## src/rtl/mips_alu_pkg.sv

```systemverilog
// Shared encodings for the pipelined MIPS ALU: op_alu/funct codes, decoded operation, FSM states.
package mips_alu_pkg;

  localparam logic [1:0] OPALU_ADD   = 2'b00;
  localparam logic [1:0] OPALU_SUB   = 2'b01;
  localparam logic [1:0] OPALU_FUNCT = 2'b10;
  localparam logic [1:0] OPALU_PASSB = 2'b11;

  localparam logic [5:0] FUNCT_ADD   = 6'b100000;
  localparam logic [5:0] FUNCT_SUB   = 6'b100010;
  localparam logic [5:0] FUNCT_AND   = 6'b100100;
  localparam logic [5:0] FUNCT_OR    = 6'b100101;
  localparam logic [5:0] FUNCT_NOR   = 6'b100111;
  localparam logic [5:0] FUNCT_SLT   = 6'b101010;
  localparam logic [5:0] FUNCT_MULTU = 6'b011001;

  typedef enum logic [3:0] {
    ALU_ADD,
    ALU_SUB,
    ALU_AND,
    ALU_OR,
    ALU_NOR,
    ALU_SLT,
    ALU_MULTU,
    ALU_PASSB,
    ALU_ILL
  } alu_op_t;

  typedef enum logic [1:0] {
    ST_IDLE,
    ST_MUL,
    ST_HOLD
  } state_t;

endpackage

```

## src/rtl/mips_alu_pipe_if.sv

```systemverilog
// Operand/result handshake bundle for mips_alu_pipe; master is the register-read side, slave the ALU.
interface mips_alu_pipe_if #(
  parameter int WIDTH = 32
);
  logic             in_valid;
  logic             in_ready;
  logic [1:0]       op_alu;
  logic [5:0]       funct;
  logic [WIDTH-1:0] a;
  logic [WIDTH-1:0] b;
  logic             out_valid;
  logic             out_ready;
  logic [WIDTH-1:0] result;
  logic [WIDTH-1:0] result_hi;
  logic             zero;
  logic             illegal;

  modport master (
    output in_valid, op_alu, funct, a, b, out_ready,
    input  in_ready, out_valid, result, result_hi, zero, illegal
  );

  modport slave (
    input  in_valid, op_alu, funct, a, b, out_ready,
    output in_ready, out_valid, result, result_hi, zero, illegal
  );
endinterface

```

## src/rtl/mips_alu_decode.sv

```systemverilog
// Combinational ALU control: maps op_alu and the R-type funct field onto one internal operation.
module mips_alu_decode
  import mips_alu_pkg::*;
(
  input  logic [1:0] op_alu_i,
  input  logic [5:0] funct_i,
  output alu_op_t    op_o
);

  // NOTE: op_o is defaulted before the case so every path assigns it and no latch is inferred.
  always_comb begin
    op_o = ALU_ILL;
    case (op_alu_i)
      OPALU_ADD:   op_o = ALU_ADD;
      OPALU_SUB:   op_o = ALU_SUB;
      OPALU_PASSB: op_o = ALU_PASSB;
      OPALU_FUNCT: begin
        case (funct_i)
          FUNCT_ADD:   op_o = ALU_ADD;
          FUNCT_SUB:   op_o = ALU_SUB;
          FUNCT_AND:   op_o = ALU_AND;
          FUNCT_OR:    op_o = ALU_OR;
          FUNCT_NOR:   op_o = ALU_NOR;
          FUNCT_SLT:   op_o = ALU_SLT;
          FUNCT_MULTU: op_o = ALU_MULTU;
          default:     op_o = ALU_ILL;
        endcase
      end
      default:     op_o = ALU_ILL;
    endcase
  end

endmodule

```

## src/rtl/mips_alu_pipe.sv

```systemverilog
// Pipelined MIPS ALU with valid/ready on both sides, registered results and a 1-bit/cycle MULTU.
// Define MIPS_ALU_OVF_EN to add a registered signed-overflow output (ovf) for add/sub.
module mips_alu_pipe
  import mips_alu_pkg::*;
#(
  parameter int WIDTH = 32
) (
  input  logic           clk,
  input  logic           rst_n,
  mips_alu_pipe_if.slave bus
`ifdef MIPS_ALU_OVF_EN
  ,
  output logic           ovf
`endif
);

  localparam int             CNT_W    = $clog2(WIDTH);
  localparam logic [CNT_W-1:0] CNT_LAST = CNT_W'(WIDTH - 1);

  alu_op_t            op;
  state_t             state_q, state_d;
  logic               out_valid_q, out_valid_d;
  logic [WIDTH-1:0]   result_q, result_d;
  logic [WIDTH-1:0]   result_hi_q, result_hi_d;
  logic               zero_q, zero_d;
  logic               illegal_q, illegal_d;
  logic [2*WIDTH-1:0] mcand_q, mcand_d;
  logic [2*WIDTH-1:0] prod_q, prod_d;
  logic [2*WIDTH-1:0] step_prod;
  logic [WIDTH-1:0]   mplier_q, mplier_d;
  logic [CNT_W-1:0]   cnt_q, cnt_d;
  logic [WIDTH-1:0]   ex_result;
  logic               in_ready;
  logic               accept;
`ifdef MIPS_ALU_OVF_EN
  logic               ovf_q, ovf_d;
  logic               ex_ovf;
`endif

  mips_alu_decode u_decode (
    .op_alu_i (bus.op_alu),
    .funct_i  (bus.funct),
    .op_o     (op)
  );

  // Depends only on registered state and out_ready, never on in_valid.
  assign in_ready = (state_q == ST_IDLE) && (!out_valid_q || bus.out_ready);
  assign accept   = bus.in_valid && in_ready;

  always_comb begin
    ex_result = '0;
    case (op)
      ALU_ADD:   ex_result = bus.a + bus.b;
      ALU_SUB:   ex_result = bus.a - bus.b;
      ALU_AND:   ex_result = bus.a & bus.b;
      ALU_OR:    ex_result = bus.a | bus.b;
      ALU_NOR:   ex_result = ~(bus.a | bus.b);
      ALU_SLT:   ex_result = {{(WIDTH-1){1'b0}}, ($signed(bus.a) < $signed(bus.b))};
      ALU_PASSB: ex_result = bus.b;
      default:   ex_result = '0;
    endcase
  end

`ifdef MIPS_ALU_OVF_EN
  always_comb begin
    ex_ovf = 1'b0;
    if (op == ALU_ADD) begin
      ex_ovf = (bus.a[WIDTH-1] == bus.b[WIDTH-1]) && (ex_result[WIDTH-1] != bus.a[WIDTH-1]);
    end else if (op == ALU_SUB) begin
      ex_ovf = (bus.a[WIDTH-1] != bus.b[WIDTH-1]) && (ex_result[WIDTH-1] != bus.a[WIDTH-1]);
    end
  end
`endif

  // One shift-add step: add the shifted multiplicand when the current multiplier bit is set.
  assign step_prod = prod_q + (mplier_q[0] ? mcand_q : '0);

  always_comb begin
    state_d     = state_q;
    out_valid_d = (out_valid_q && bus.out_ready) ? 1'b0 : out_valid_q;
    result_d    = result_q;
    result_hi_d = result_hi_q;
    zero_d      = zero_q;
    illegal_d   = illegal_q;
    mcand_d     = mcand_q;
    mplier_d    = mplier_q;
    prod_d      = prod_q;
    cnt_d       = cnt_q;
`ifdef MIPS_ALU_OVF_EN
    ovf_d       = ovf_q;
`endif
    case (state_q)
      ST_IDLE: begin
        if (accept) begin
          if (op == ALU_MULTU) begin
            state_d  = ST_MUL;
            mcand_d  = {{WIDTH{1'b0}}, bus.a};
            mplier_d = bus.b;
            prod_d   = '0;
            cnt_d    = '0;
          end else begin
            out_valid_d = 1'b1;
            result_d    = ex_result;
            result_hi_d = '0;
            zero_d      = (ex_result == '0);
            illegal_d   = (op == ALU_ILL);
`ifdef MIPS_ALU_OVF_EN
            ovf_d       = ex_ovf;
`endif
          end
        end else if (out_valid_q && !bus.out_ready) begin
          state_d = ST_HOLD;
        end
      end
      ST_MUL: begin
        prod_d   = step_prod;
        mcand_d  = mcand_q << 1;
        mplier_d = mplier_q >> 1;
        cnt_d    = cnt_q + 1'b1;
        if (cnt_q == CNT_LAST) begin
          state_d     = ST_IDLE;
          out_valid_d = 1'b1;
          result_d    = step_prod[WIDTH-1:0];
          result_hi_d = step_prod[2*WIDTH-1:WIDTH];
          zero_d      = (step_prod == '0);
          illegal_d   = 1'b0;
`ifdef MIPS_ALU_OVF_EN
          ovf_d       = 1'b0;
`endif
        end
      end
      ST_HOLD: begin
        if (bus.out_ready) state_d = ST_IDLE;
      end
      default: state_d = ST_IDLE;
    endcase
  end

  // NOTE: non-blocking assignments so every flop samples pre-edge values regardless of block order.
  always_ff @(posedge clk or negedge rst_n) begin
    if (!rst_n) begin
      state_q     <= ST_IDLE;
      out_valid_q <= 1'b0;
      result_q    <= '0;
      result_hi_q <= '0;
      zero_q      <= 1'b0;
      illegal_q   <= 1'b0;
      mcand_q     <= '0;
      mplier_q    <= '0;
      prod_q      <= '0;
      cnt_q       <= '0;
`ifdef MIPS_ALU_OVF_EN
      ovf_q       <= 1'b0;
`endif
    end else begin
      state_q     <= state_d;
      out_valid_q <= out_valid_d;
      result_q    <= result_d;
      result_hi_q <= result_hi_d;
      zero_q      <= zero_d;
      illegal_q   <= illegal_d;
      mcand_q     <= mcand_d;
      mplier_q    <= mplier_d;
      prod_q      <= prod_d;
      cnt_q       <= cnt_d;
`ifdef MIPS_ALU_OVF_EN
      ovf_q       <= ovf_d;
`endif
    end
  end

  assign bus.in_ready  = in_ready;
  assign bus.out_valid = out_valid_q;
  assign bus.result    = result_q;
  assign bus.result_hi = result_hi_q;
  assign bus.zero      = zero_q;
  assign bus.illegal   = illegal_q;
`ifdef MIPS_ALU_OVF_EN
  assign ovf           = ovf_q;
`endif

endmodule
```

## src/flat_wrapper.sv

```systemverilog
// flat-port wrapper written by rule: the top's interface ports become plain ports
module mips_alu_pipe_flat import mips_alu_pkg::*;
#(
  parameter int WIDTH = 32
)
  (clk, rst_n, bus_in_valid, bus_op_alu, bus_funct, bus_a, bus_b, bus_out_ready, bus_in_ready, bus_out_valid, bus_result, bus_result_hi, bus_zero, bus_illegal);
  mips_alu_pipe_if #(.WIDTH(WIDTH)) bus_i ();
  input  logic clk;
  input  logic rst_n;
  input wire logic [$bits(bus_i.in_valid)-1:0] bus_in_valid;
  input wire logic [$bits(bus_i.op_alu)-1:0] bus_op_alu;
  input wire logic [$bits(bus_i.funct)-1:0] bus_funct;
  input wire logic [$bits(bus_i.a)-1:0] bus_a;
  input wire logic [$bits(bus_i.b)-1:0] bus_b;
  input wire logic [$bits(bus_i.out_ready)-1:0] bus_out_ready;
  output wire logic [$bits(bus_i.in_ready)-1:0] bus_in_ready;
  output wire logic [$bits(bus_i.out_valid)-1:0] bus_out_valid;
  output wire logic [$bits(bus_i.result)-1:0] bus_result;
  output wire logic [$bits(bus_i.result_hi)-1:0] bus_result_hi;
  output wire logic [$bits(bus_i.zero)-1:0] bus_zero;
  output wire logic [$bits(bus_i.illegal)-1:0] bus_illegal;
  assign bus_i.in_valid = bus_in_valid;
  assign bus_i.op_alu = bus_op_alu;
  assign bus_i.funct = bus_funct;
  assign bus_i.a = bus_a;
  assign bus_i.b = bus_b;
  assign bus_i.out_ready = bus_out_ready;
  assign bus_in_ready = bus_i.in_ready;
  assign bus_out_valid = bus_i.out_valid;
  assign bus_result = bus_i.result;
  assign bus_result_hi = bus_i.result_hi;
  assign bus_zero = bus_i.zero;
  assign bus_illegal = bus_i.illegal;
  mips_alu_pipe #(.WIDTH(WIDTH)) u_core (.clk(clk), .rst_n(rst_n), .bus(bus_i));
endmodule
```

## config.mk

```make
export PLATFORM = sky130hd
export DESIGN_NAME = mips_alu_pipe_flat
export DESIGN_NICKNAME = d
export VERILOG_FILES = /design/src/rtl/mips_alu_pkg.sv /design/src/rtl/mips_alu_pipe_if.sv /design/src/rtl/mips_alu_decode.sv /design/src/rtl/mips_alu_pipe.sv /design/src/flat_wrapper.sv
export SDC_FILE = /design/constraint.sdc
export NUM_CORES = 1
export LEC_CHECK = 0
export BUFFER_PORTS_ARGS = -buffer_cell sky130_fd_sc_hd__buf_2
export CAP_MARGIN = 20
export CORE_MARGIN = 2
export CORE_UTILIZATION = 55
export DETAILED_ROUTE_END_ITERATION = 7
export PLACE_DENSITY = 0.73
export SLEW_MARGIN = 20
export SYNTH_ARGS = -nofsm -noshare
export SYNTH_HDL_FRONTEND = slang
export SYNTH_HIERARCHICAL = 1
export SYNTH_SLANG_ARGS = --single-unit
```

## constraint.sdc

```tcl
create_clock -name clk -period 4.65 [get_ports clk]
set_input_delay 0 -clock clk [delete_from_list [all_inputs] [get_ports clk]]
set_output_delay 0 -clock clk [all_outputs]
set_load 0.005 [all_outputs]
```

After elaboration in Yosys (flattened, before gate mapping):

Index checks and enable logic that the tools add are counted.

* register bits after elaboration: 234
* input bits: 76
* logic and storage cells: 105

* add/subtract/negate cells: 4
* $lt $le $gt $ge: 1
* eq/ne operators: 28
* multiplexer cells: 43
* bitwise gates (word level): 3
* reduce and logical (&&, ||, !) cells: 16

Operators by type and width (number)
* $mux 64: 5
* $mux 32: 8
* $pmux 64 s2: 2
* $pmux 32 s7: 1
* $pmux 32 s2: 3
* $add 64x64->64: 1
* $logic_not 64->1: 1
* $eq 6x6->1 const B: 6
* $add 32x32->32: 1
* $and 32x32->32: 1
* $logic_not 32->1: 1
* $lt 32x32->1: 1
* $not 32->32: 1
* $or 32x32->32: 1
* $sub 32x32->32: 1
* $pmux 4 s7: 1
* $eq 4x3->1 const B: 4
* $pmux 4 s4: 1
* $mux 1: 10
* $mux 2: 5
* $mux 5: 2
* $pmux 5 s2: 1
* $eq 4x2->1 const B: 2
* $reduce_and 4->1: 2
* other kinds (20): 33

Longest topological paths before layout:

* depth after elaboration: 9
* depth in mapped cells: 18

Hierarchy:

Netlist, hierarchy kept.

Modules (own cells, without submodules)
* mips_alu_pipe: instances 1, cells an instance 2531, area an instance 19959.1 µm², seq. area each 5855.6 µm²
* mips_alu_decode: instances 1, cells an instance 22, area an instance 161.4 µm², seq. area each 0.0 µm²

Worst setup path before layout:

No wires, ideal clock.

* path kind: register to register
* from: register u_core.mplier_q[0]
* to: register u_core.zero_q (netlist: u_core/bus.zero)
* data arrival time: 3850 ps
* data required time: 4581 ps
* setup slack: 731 ps
* cell stages (with the launch flop): 18
* path buffers: 2
* clock period less this slack: 3919 ps
* path through: dfrtp_1 -> clkbuf_1 -> clkbuf_1 -> and2_1 -> ha_1 -> fa_1 -> a21o_1 -> a221oi_2 -> o21bai_1 -> a21oi_2 -> o31ai_1 -> xor2_1 -> or4_1 -> nor4_1 -> nand4_1 -> nor4_1 -> nand4b_1 -> nand3_1

* word-level cells in the longest chain between the ends: 5

Ends and longest elaborated chain
* from (decl): line mips_alu_pipe.sv:30 `logic [WIDTH-1:0] mplier_q, mplier_d;`
* from (signal assigned): line mips_alu_pipe.sv:163 `mplier_q <= mplier_d;`
* $mux 64: line mips_alu_pipe.sv:76 `assign step_prod = prod_q + (mplier_q[0] ? mcand_q : '0);`
* $add 64x64->64: line mips_alu_pipe.sv:76
* $logic_not 64->1: line mips_alu_pipe.sv:125 `zero_d = (step_prod == '0);`
* $mux 1: line mips_alu_pipe.sv:120 `if (cnt_q == CNT_LAST) begin`
* $pmux 1 s2: line mips_alu_pipe.sv:92 `case (state_q)`
* to (signal assigned): line mips_alu_pipe.sv:160 `zero_q <= zero_d;`
* to (decl): line mips_alu_pipe.sv:25 `logic zero_q, zero_d;`

No other way between the ends. The select of a mux whose other input is x is not followed.
A chain may end at the register's enable or synchronous reset.

Worst setup path after layout:

Same ends and word-level chain as after synthesis.

==> flow_summary_export.csv <==
group,metric,value,unit
cells_and_area,syn_to_final_growth,14.0,%
cells_and_area,mostFrequentLayoutCell,"nand2_1",
timing,relSlewSlack,0.402,
synth,synthCells,2553,
synth,synth_cell_types,96,
synth,syn_area,20100,um^2
synth,ys_ff_latch,234,
power,peakVddDrop,303,uV
floorplanning,coreArea,36300,um^2
timing,fmaxAchievable,0.231,GHz
floorplanning,die_w,195,um
cells_and_area,final_nets,2952,
critical_path,cp-end-kind,"register",
floorplanning,die_h,195,um
placed_design,pre_cts_ws,228,ps
cells_and_area,fin_cells,3182,
cts,clk_pin_slew_worst_paths,60,ps
detailed_routing,totalWireLength,66500,um
detailed_routing,avgViaCountPerCell,6.31,
timing,tightest_slew,896,ps
cts,clock_latency,580,ps
timing,skew,18.7,ps
detailed_routing,ant_nets,0,
detailed_routing,top_layer,"met4",
grt,grt_pass1_vias,19400,
placed_design,numPortBuffers,143,
detailed_routing,wl_met3,4370,um
synth,synth_area_leaders,"dfrtp_1, ha_1, nand2_1, a21oi_1, o21ai_0",
grt,track_usage,0.343,
cts,cts-root-buf,"clkbuf_16",
status,outcome,"complete, no violations",
detailed_routing,wl_per_cell,20.9,um
synth,syn_area_per_cell,7.88,um^2
critical_path,slowest_stage,"dfrtp_1",
timing,grt_setup_unrepaired,"false",
timing,setup_viol,0,
critical_path,cp.arrival,4830,ps
floorplanning,rows,70,
synth,synth_top_area_share,0.291,
cts,h-tree-depth,1,
synth,synth_nets,2810,
critical_path,startpoint_type,"register",
critical_path,crit_chain,"buf_12 -> and2_1 -> ha_1 -> nand2_1 -> o211ai_1 -> a21oi_1 -> o21ai_0 -> a2bb2oi_2 -> buf_4 -> a211oi_1 -> o21ai_0 -> xor2_1 -> o211ai_1 -> nor4b_2 -> buf_4 -> nand4b_1 -> nand3_1",
detailed_routing,route.met2.wl,30900,um
synth,synth_warnings,6,
grt,grt_pass1_wl,105000,um
detailed_routing,via_count,20100,
cts,numCtsBuffers,27,
critical_path,cp.required,5150,ps
job,cap_violations,0,
detailed_routing,drc,0,
detailed_routing,drt-met1-wl,28600,um
cts,cts.sinks,234,
timing,finalHoldViolCount,0,
cells_and_area,drive_gt1_frac,0.114,
timing,fin_crit,4330,ps
detailed_routing,first_pass_iters,6,
cells_and_area,final_cell_mix,"nand2_1, dfrtp_1, a21oi_1",
detailed_routing,first_iter_violations,1807,
cts,ctsLongestPathBuffers,3,
synth,async_flop_share,1.00,
placed_design,placed_area,21400,um^2
timing,setup_ws,318,ps
synth,yosys.area.top_type,"dfrtp_1",
cells_and_area,postLayoutCellArea,22900,um^2
timing,fin_setup_tns,0,ps
cells_and_area,seqCellArea,5860,um^2
power,leakage,11.1,nW
cells_and_area,multiInputGateArea,13400,um^2
critical_path,path_class,"reg2reg",
grt,grt_max_degree,124,
synth,ys_seq_area_frac,0.291,
floorplanning,die_area,38100,um^2
min_path,min_path_type,"in2reg",
cells_and_area,fill_cells,3203,
cts,cts_tree,"done",
timing,min_period_over_period,0.932,
floorplanning,initial_utilization,0.554,
critical_path,crit_fanout,59,
synth,synth_edf_count,0,
grt,gr-total-overflow,0,
critical_path,cpPeakStageDelay,450,ps
floorplanning,ioPinCount,144,
grt,antenna_found_initial,1,
timing,slew_violations,0,
placed_design,post-place-cells,3069,
power,power_density,354,nW/um^2
placed_design,place_congestion,1.00,
cells_and_area,fin_util,0.631,
placed_design,hpwl,50100,um
synth,ys.flop_type,"dfrtp_1",
-- path summary, 6_finish.rpt --
| check | startpoint | to | slack [ps] | cells past startpoint |
|---|---|---|---|---|
| max | u_core/mplier_q[0]$_DFFE_PN0P_ | u_core/bus.zero$_DFFE_PN0P_ | 320 | 17 |
| min | bus_a[31] | u_core/mcand_q[31]$_DFFE_PN0P_ | 30 | 5 |
| max reg2reg | u_core/mplier_q[0]$_DFFE_PN0P_ | u_core/bus.zero$_DFFE_PN0P_ | 320 | 17 |
| min reg2reg | u_core/bus.result_hi[11]$_DFFE_PN0P_ | u_core/bus.result_hi[11]$_DFFE_PN0P_ | 470 | 2 |
| max in group asynchronous | rst_n | u_core/prod_q[63]$_DFFE_PN0P_ | 3350 | 3 |
| min in group asynchronous | rst_n | u_core/bus.result_hi[3]$_DFFE_PN0P_ | 100 | 2 |
-- final cells by class --
cell class | count | share of cell area
multi-input combinational | 2052 | 0.582
timing repair buffer | 265 | 0.0803
sequential | 234 | 0.255
clock buffer | 35 | 0.0321
antenna | 1 | 0.000109
tap | 468 | 0.0255
clock inverter | 12 | 0.00545
inverter | 115 | 0.0188
-- routing by layer --
layer | track usage | vias up
met5 | 0 | -
met4 | 0.121 | 0
met3 | 0.0447 | 145
met2 | 0.573 | 839
met1 | 0.458 | 9573
li1 | - | 9513
-- metrics by stage --
| stage | hold WS, ps | total power, mW |
|---|---|---|
| finish | 28.6 | 8.11 |
| global route | 61.8 | 8.61 |
| CTS | 4.08 | 8.08 |
| detailed placement | 121 | 5.90 |
| global placement | 124 | 5.84 |
| floorplan | -296 | 4.83 |
-- worst max-delay path, delay by kind of cell, from the launching register on --
kind	cells	cell delay (ps)
AOI/OAI and AO/OA	7	1610
buffers and inverters	3	560
adders and majority gates	1	430
xor gates and xnor gates	1	250
and+or+nand+nor	5	930
DFF	1	450
-- kinds of logic after synthesis --
group | count (synthesis) | share of synthesized area
xor gates and xnor gates | 72 | 0.0313
adders and majority gates | 181 | 0.114
buffers and inverters | 267 | 0.0517
AOI/OAI and AO/OA | 867 | 0.284
and+or+nand+nor | 902 | 0.212
DFF | 234 | 0.291
muxes | 30 | 0.0154
-- flip-flops by register name (all words and copies together), names as in the netlist --
name and count:
u_core/bus.out_valid 1, u_core/bus.illegal 1, u_core/cnt_q 5, u_core/bus.result 32
u_core/mcand_q 64, u_core/bus.zero 1, u_core/state_q 2, u_core/prod_q 64
u_core/bus.result_hi 32, u_core/mplier_q 32
-- Yosys cell counts, types with 22 or more instances --
master / number
inv_1: 113
nor3_1: 41
nor2_1: 230
nand3_1: 23
nand4_1: 35
clkbuf_1: 132
o21ai_0: 212
o31ai_1: 33
xnor2_1: 36
a21o_1: 49
and2_1: 68
xor2_1: 36
a211oi_1: 25
a22oi_1: 22
a22o_1: 64
mux2i_1: 23
dfrtp_1: 234
nand2_1: 348
o21bai_1: 26
a21oi_1: 235
o211ai_1: 30
ha_1: 178
-- what timing repair did --
| item | in CTS | in global routing |
|---|---|---|
| gates resized for setup | 0 | 9 |
| setup endpoints to repair | 0 | 1 |
| setup buffers | 0 | 0 |
| hold buffers | 65 | 0 |
| endpoints found under the hold margin | 178 | 0 |
-- power by group --
part / switching (mW) / internal [mW]
Combinational: 1.99 / 1.13
Sequential: 0.360 / 2.53
Clock: 0.918 / 1.18
Power figures use the tool's default switching activity.
